File: config.mk
export PLATFORM = sky130hd
export DESIGN_NAME = fix_msg_composer
export DESIGN_NICKNAME = d
export VERILOG_FILES = /design/src/rtl/fix_msg_composer.sv
export SDC_FILE = /design/constraint.sdc
export NUM_CORES = 1
export LEC_CHECK = 0
export ABC_AREA = 1
export CAP_MARGIN = 25
export CORE_MARGIN = 4
export CORE_UTILIZATION = 53
export DETAILED_ROUTE_END_ITERATION = 8
export PLACE_DENSITY = 0.8
export SLEW_MARGIN = 10
export SYNTH_ARGS = -nofsm -noshare
export SYNTH_HDL_FRONTEND = slang
export SYNTH_SLANG_ARGS = --single-unit
File: constraint.sdc
create_clock -name clk -period 26.6 [get_ports clk]
set_clock_uncertainty 0.05 [all_clocks]
set_input_delay 3.99 -clock clk [delete_from_list [all_inputs] [get_ports clk]]
set_output_delay 3.99 -clock clk [all_outputs]
set_load 0.005 [all_outputs]
File: src/rtl/fix_msg_composer.sv
// Outbound FIX 4.3 session message builder (Logon / Heartbeat / Logout).
// Streams ASCII bytes with valid/ready and fills in BodyLength(9) and CheckSum(10) itself.
//
// state   | meaning
// --------+-----------------------------------------------------------
// S_IDLE  | ready for send_i; bad type_i pulses err_o
// S_COUNT | size latched fields, convert BodyLength to decimal digits
// S_HDR   | emit "8=FIX.4.3" SOH "9=" len SOH
// S_BODY  | emit 35/34/49/52/56 (+98/108 for Logon)
// S_TRAIL | emit "10=" ccc SOH
// S_DONE  | pulse done_o and seq_inc_o, back to idle
module fix_msg_composer #(
  parameter int         VALUE_WIDTH    = 64,
  parameter int         TIME_WIDTH     = 168,
  parameter logic [3:0] TYPE_LOGON     = 4'hA,
  parameter logic [3:0] TYPE_HEARTBEAT = 4'h0,
  parameter logic [3:0] TYPE_LOGOUT    = 4'h5
) (
  input  logic                   clk,
  input  logic                   rst,
  input  logic                   send_i,
  input  logic [3:0]             type_i,
  input  logic [VALUE_WIDTH-1:0] seq_ascii_i,
  input  logic [VALUE_WIDTH-1:0] sender_id_i,
  input  logic [VALUE_WIDTH-1:0] target_id_i,
  input  logic [TIME_WIDTH-1:0]  send_time_i,
  input  logic [23:0]            hb_int_i,
  output logic                   ready_o,
  output logic [7:0]             data_o,
  output logic                   data_valid_o,
  input  logic                   data_ready_i,
  output logic                   done_o,
  output logic                   seq_inc_o,
  output logic                   err_o
);

  localparam int MAXW0 = (VALUE_WIDTH > TIME_WIDTH) ? VALUE_WIDTH : TIME_WIDTH;
  localparam int MAXW  = (MAXW0 > 80) ? MAXW0 : 80;
  localparam int IW    = $clog2(MAXW);
  localparam logic [7:0] SOH = 8'h01;

  typedef enum logic [2:0] {S_IDLE, S_COUNT, S_HDR, S_BODY, S_TRAIL, S_DONE} state_t;
  state_t state;

  logic [3:0]             type_q;
  logic [VALUE_WIDTH-1:0] seq_q, snd_q, tgt_q;
  logic [TIME_WIDTH-1:0]  time_q;
  logic [23:0]            hb_q;
  logic [7:0]             seq_len, snd_len, tgt_len, time_len, hb_len;
  logic                   cnt_first;
  logic [9:0]             blen_rem;
  logic [3:0]             dig_h, dig_t, dig_o;
  logic [4:0]             seg;
  logic [7:0]             r;
  logic                   emit_end, out_cks;
  logic [7:0]             cks;

  // Significant byte count: position of the highest non-zero byte.
  function automatic logic [7:0] nz_len(input logic [MAXW-1:0] v);
    logic [7:0] n;
    n = '0;
    for (int k = 0; k < MAXW/8; k++)
      if (v[8*k +: 8] != 8'h00) n = 8'(k+1);
    return n;
  endfunction

  function automatic logic [11:0] dec3(input logic [7:0] v);
    logic [7:0] m;
    logic [3:0] h, t;
    h = (v >= 8'd200) ? 4'd2 : (v >= 8'd100) ? 4'd1 : 4'd0;
    m = v - 8'(h) * 8'd100;
    t = '0;
    for (int k = 1; k < 10; k++)
      if (m >= 8'(10*k)) t = 4'(k);
    return {h, t, 4'(m - 8'(t) * 8'd10)};
  endfunction

  logic        is_logon;
  logic [7:0]  msg_char, seq_n, snd_n, tgt_n, time_n, hb_n, ndig;
  logic [9:0]  blen_calc;
  logic [11:0] cks_dig;
  logic [MAXW-1:0] src;
  logic [IW-1:0]   bsel;
  logic [7:0]  cur_byte, nxt_len;
  logic [4:0]  nxt_seg;

  always_comb begin
    is_logon = (type_q == TYPE_LOGON);
    msg_char = is_logon ? "A" : (type_q == TYPE_LOGOUT) ? "5" : "0";
    seq_n    = nz_len(MAXW'(seq_q));
    snd_n    = nz_len(MAXW'(snd_q));
    tgt_n    = nz_len(MAXW'(tgt_q));
    time_n   = nz_len(MAXW'(time_q));
    hb_n     = nz_len(MAXW'(hb_q));
    blen_calc = 10'd5 + 10'd3 + 10'(seq_n) + 10'd4 + 10'(snd_n) + 10'd4 + 10'(time_n)
              + 10'd4 + 10'(tgt_n) + 10'd1 + (is_logon ? 10'd10 + 10'(hb_n) : 10'd0);
    ndig     = (dig_h != 4'd0) ? 8'd3 : (dig_t != 4'd0) ? 8'd2 : 8'd1;
    cks_dig  = dec3(cks);
  end

  // Each segment is a right-aligned byte string; r counts down the bytes left in it.
  always_comb begin
    src = '0;
    case (seg)
      5'd0:  src = MAXW'({"8=FIX.4.3", SOH});
      5'd1:  src = MAXW'("9=");
      5'd2:  src = MAXW'({4'h3, dig_h, 4'h3, dig_t, 4'h3, dig_o});
      5'd4:  src = MAXW'({"35=", msg_char, SOH});
      5'd5:  src = MAXW'("34=");
      5'd6:  src = MAXW'(seq_q);
      5'd7:  src = MAXW'({SOH, "49="});
      5'd8:  src = MAXW'(snd_q);
      5'd9:  src = MAXW'({SOH, "52="});
      5'd10: src = MAXW'(time_q);
      5'd11: src = MAXW'({SOH, "56="});
      5'd12: src = MAXW'(tgt_q);
      5'd14: src = MAXW'({"98=0", SOH, "108="});
      5'd15: src = MAXW'(hb_q);
      5'd17: src = MAXW'("10=");
      5'd18: src = MAXW'({4'h3, cks_dig[11:8], 4'h3, cks_dig[7:4], 4'h3, cks_dig[3:0]});
      default: src = MAXW'(SOH);
    endcase
    bsel     = IW'({r, 3'b000} - 11'd8);
    cur_byte = src[bsel +: 8];

    // Empty fields are jumped over so the stream never bubbles.
    nxt_seg = seg + 5'd1;
    case (seg)
      5'd5:  if (seq_len == 8'd0)  nxt_seg = 5'd7;
      5'd7:  if (snd_len == 8'd0)  nxt_seg = 5'd9;
      5'd9:  if (time_len == 8'd0) nxt_seg = 5'd11;
      5'd11: if (tgt_len == 8'd0)  nxt_seg = 5'd13;
      5'd13: if (!is_logon)        nxt_seg = 5'd17;
      5'd14: if (hb_len == 8'd0)   nxt_seg = 5'd16;
      default: ;
    endcase
    case (nxt_seg)
      5'd1:                    nxt_len = 8'd2;
      5'd2:                    nxt_len = ndig;
      5'd4:                    nxt_len = 8'd5;
      5'd5, 5'd17, 5'd18:      nxt_len = 8'd3;
      5'd6:                    nxt_len = seq_len;
      5'd7, 5'd9, 5'd11:       nxt_len = 8'd4;
      5'd8:                    nxt_len = snd_len;
      5'd10:                   nxt_len = time_len;
      5'd12:                   nxt_len = tgt_len;
      5'd14:                   nxt_len = 8'd9;
      5'd15:                   nxt_len = hb_len;
      default:                 nxt_len = 8'd1;
    endcase
  end

  always_ff @(posedge clk) begin
    if (rst) begin
      state        <= S_IDLE;
      ready_o      <= 1'b1;
      data_o       <= '0;
      data_valid_o <= 1'b0;
      done_o       <= 1'b0;
      seq_inc_o    <= 1'b0;
      err_o        <= 1'b0;
      cnt_first    <= 1'b0;
      seg          <= '0;
      r            <= '0;
      emit_end     <= 1'b0;
      out_cks      <= 1'b0;
      cks          <= '0;
    end else begin
      done_o    <= 1'b0;
      seq_inc_o <= 1'b0;
      err_o     <= 1'b0;
      case (state)
        S_IDLE: if (send_i) begin
          if (type_i == TYPE_LOGON || type_i == TYPE_HEARTBEAT || type_i == TYPE_LOGOUT) begin
            type_q    <= type_i;
            seq_q     <= seq_ascii_i;
            snd_q     <= sender_id_i;
            tgt_q     <= target_id_i;
            time_q    <= send_time_i;
            hb_q      <= hb_int_i;
            ready_o   <= 1'b0;
            cnt_first <= 1'b1;
            state     <= S_COUNT;
          end else begin
            err_o <= 1'b1;
          end
        end
        S_COUNT: begin
          if (cnt_first) begin
            seq_len   <= seq_n;
            snd_len   <= snd_n;
            tgt_len   <= tgt_n;
            time_len  <= time_n;
            hb_len    <= hb_n;
            blen_rem  <= blen_calc;
            dig_h     <= '0;
            dig_t     <= '0;
            cnt_first <= 1'b0;
          end else if (blen_rem >= 10'd100) begin
            blen_rem <= blen_rem - 10'd100;
            dig_h    <= dig_h + 4'd1;
          end else if (blen_rem >= 10'd10) begin
            blen_rem <= blen_rem - 10'd10;
            dig_t    <= dig_t + 4'd1;
          end else begin
            dig_o    <= blen_rem[3:0];
            seg      <= '0;
            r        <= 8'd10;
            emit_end <= 1'b0;
            cks      <= '0;
            state    <= S_HDR;
          end
        end
        S_HDR, S_BODY, S_TRAIL: begin
          if (data_valid_o && data_ready_i && out_cks) cks <= cks + data_o;
          if (!data_valid_o || data_ready_i) begin
            if (emit_end) begin
              data_valid_o <= 1'b0;
              done_o       <= 1'b1;
              seq_inc_o    <= 1'b1;
              state        <= S_DONE;
            end else begin
              data_o       <= cur_byte;
              data_valid_o <= 1'b1;
              out_cks      <= (seg <= 5'd16);
              if (r == 8'd1) begin
                seg      <= nxt_seg;
                r        <= nxt_len;
                emit_end <= (seg == 5'd19);
                state    <= (nxt_seg >= 5'd17) ? S_TRAIL : (nxt_seg >= 5'd4) ? S_BODY : S_HDR;
              end else begin
                r <= r - 8'd1;
              end
            end
          end
        end
        S_DONE: begin
          ready_o <= 1'b1;
          state   <= S_IDLE;
        end
        default: state <= S_IDLE;
      endcase
    end
  end

endmodule

==> flow_summary.toml <==
[die]
fp.dieH_um = 214
core.rowCount = 75
core_area_mm2 = 0.0419
ios = 405
die-width_um = 214
die_area_mm2 = 0.0458
start_util_pct = 53.7

[clocking]
post_cts_buffers = 0
clock_sinks = 468
clk_pin_slew_ns = 0.06
cts_buffer_depth = 3
clock-root-buffer = "clkbuf_16"
cts_max_level = 2
cts-resized-gates = 0
hold_buffers = 0
cts_tree = "built"
cts_buffers = 49
clk_latency_ns = 0.61

[timing]
hold_ws_ns = 0.452
post-route-period-util_pct = 23.7
tightest_slew_ns = 1.28
setup_viol = 0
setup_tns_ns = 0
postLayoutSetupSlackWorst_ns = 20.30
rsz0062_at_grt = "no"
report.final.slew_viol_count = 0
finalHoldViolations = 0
fmax_ghz = 0.159
period_needed_ns = 6.30
relSlewSlack_pct = 14.8

[synth]
synth_xor_xnor_area_share_pct = 0.428
synthMuxAreaShare_pct = 0.133
seq_area_frac_synth_pct = 60.7
synth_warnings = 0
syn_area_mm2 = 0.0225
synthAdderAreaFrac_pct = 3.50
yosysUniqueCellTypes = 72
synthCells = 2160
synth_top_family_by_area = "simple AND/OR/NAND/NOR gates"
synthArstFlopShare_pct = 0
yosys_most_used_dff = "edfxtp_1"
syn-num-nets = 2606
synth.avg_cell_area_um2 = 10.4
synth_compound_area_share_pct = 11.8
ys_ff_latch = 468
synth_edf_count = 429
synth-simple-area-share_pct = 17.8

[critical_path]
slowest_delay_ns = 0.65
r2r_start = "time_q[35]"
crit_path_start = "rst"
cp.required_ns = 26.78
crit_slowest_cell = "buf_12"
reg2reg_slack_ns = 21.06
critPathKind = "in2reg"
path_cells = "clkdlybuf4s50_1 > buf_4 > inv_1 > nand3_1 > a21oi_4 > buf_16 > buf_12"
worstPathArrival_ns = 6.48
worstSetupStartpointType = "input pin"
crit_fanout = 176
crit_path_end_kind = "flop"

[global_routing]
grt_antenna_before_repair = 4
grt_pass1_wl_um = 116000
grt_use_total_pct = 33.3
grt_max_degree = 189
overflow = 0
grt_pass1_vias = 19264

[cells_and_area]
layout-drive-gt1-share_pct = 6.28
fillers = 3107
utilization_pct = 68.5
syn_to_final_growth_pct = 27.7
fin_nets = 3017

[worst_hold_path]
hp-start = "r[1]"
holdCritPathClass = "reg2reg"

[placed_design]
place_ws_ns = 19.33
hpwlAfterDp_um = 60900
io_buffers = 404
gp_congestion = 0.971

[run]
drv_cap = 0

[routing]
drc_errors = 0
viasPerCell = 6.15
num_vias = 19386
wire_per_inst_um = 25.1
ant_nets = 0
drtIter0Drc = 3065
dr.pass1.iters = 8
drt_wl_total_um = 79300

[outcome]
outcome = "finished clean"

[pwr]
ir_worst_vdd_mv = 0.0507
p_leak_uw = 0.0104
p_total_uw = 1690
powerDensity_mw_per_mm2 = 59.0
==> Yosys cell counts, types with 6 or more instances <==
library cell	number	area, um^2
xor2_1	8	70.1
nand3_1	80	400
inv_2	11	41.3
o22ai_1	21	131
ha_1	39	488
o41ai_1	6	52.6
nand2_1	419	1570
nor2_2	12	75.1
nor4_1	55	344
a221oi_1	35	307
a31oi_1	6	37.5
inv_1	245	920
buf_2	22	110
o31ai_1	8	60.1
o211ai_1	11	82.6
clkbuf_1	28	105
o2111ai_1	7	61.3
a21oi_1	147	736
nand2_2	8	50.1
nor2_1	198	743
dfxtp_1	39	781
o311ai_0	6	52.6
nor3_1	38	190
or4_1	8	60.1
fa_1	15	300
a22o_1	14	123
o21ai_0	87	435
nand4_1	34	213
a32o_1	10	100
edfxtp_1	429	12900
buf_1	6	22.5
a211oi_1	6	45.0
a32oi_1	9	78.8
==> cell families (layout without fill, tap and decap cells) <==
logic type | count (synthesis) | in the layout
flip-flops | 468 | 468
adder cells (fa/ha/maj) | 54 | 54
multiplexers | 3 | 3
XOR/XNOR | 11 | 11
other | 0 | 3
AND/OR/NAND/NOR | 890 | 890
AO/OA/AOI/OAI | 412 | 412
buffers and inverters | 322 | 772
==> power breakdown <==
group	total, uW	internal, uW	switching [uW]
clock	686	389	297
combinational	176	79.8	96.4
sequential	833	821	11.5
==> final cells by class <==
type | instances | area [um^2] | share of cell area, %
sequential | 468 | 13700 | 47.5
clock inverter | 33 | 317 | 1.10
timing repair buffer | 421 | 4220 | 14.7
tap | 539 | 674 | 2.35
clock buffer | 57 | 1290 | 4.48
antenna | 3 | 7.51 | 0.0261
multi-input combinational | 1370 | 7590 | 26.4
inverter | 261 | 985 | 3.43
==> flip-flops by register name, summed over array words and instances (netlist names), 2 cells and up <==
signal,count
time_q,168
seq_q,64
snd_q,64
tgt_q,64
hb_q,24
blen_rem,10
cks,8
data_o,8
r,8
seg,5
time_len,5
dig_h,4
dig_o,4
dig_t,4
seq_len,4
snd_len,4
tgt_len,4
type_q,4
state,3
hb_len,2
==> per-stage QoR <==
step,cell area [um^2],instances
detailed placement,27100,3058
CTS,28700,3148
floorplan,22500,2160
finish,28700,3152
global route,28700,3151
global placement,27100,3058
==> critical path, delay by kind of cell <==
kind                   cells  cell delay [ns]
AOI/OAI and AO/OA          1             0.33
buffers and inverters      5             1.79
and+or+nand+nor            1             0.21
==> layer usage <==
metal	GRT usage (%)	up-vias	routed length, um
met5	0	-	31
met4	14.9	4	3870
met3	6.60	239	8460
met2	54.7	1419	37700
met1	43.3	9180	29200
li1	-	8544	-
==> path summary, 6_finish.rpt <==
kind / depth (start not counted) / to
worst max register to register: 19 / blen_rem[6]
worst max-delay path: 7 / snd_q[43]
worst min register to register: 2 / r[1]
worst min-delay path: 2 / r[1]
==> cell usage in the layout, fill, tap and decap left out, drive strengths merged, types with 4 or more instances in the layout <==
cell type / count
o21ai: 96
o41ai: 6
a32oi: 9
a2111oi: 5
or2: 5
dfxtp: 39
or4: 8
xor2: 8
nand2: 432
o22ai: 21
bufinv: 4
nand4: 36
edfxtp: 429
a221oi: 35
nor4: 56
nand3: 83
a211oi: 6
o211ai: 14
fa: 15
nor3: 41
clkbuf: 57
clkinvlp: 4
o311ai: 6
and3: 5
clkinv: 26
and2: 5
a22o: 14
o2111ai: 7
inv: 260
ha: 39
a21oi: 150
a32o: 10
o31ai: 8
clkdlybuf4s50: 404
buf: 17
a31oi: 7
nor2: 212
Note: power is estimated with default switching activity, not from simulation.
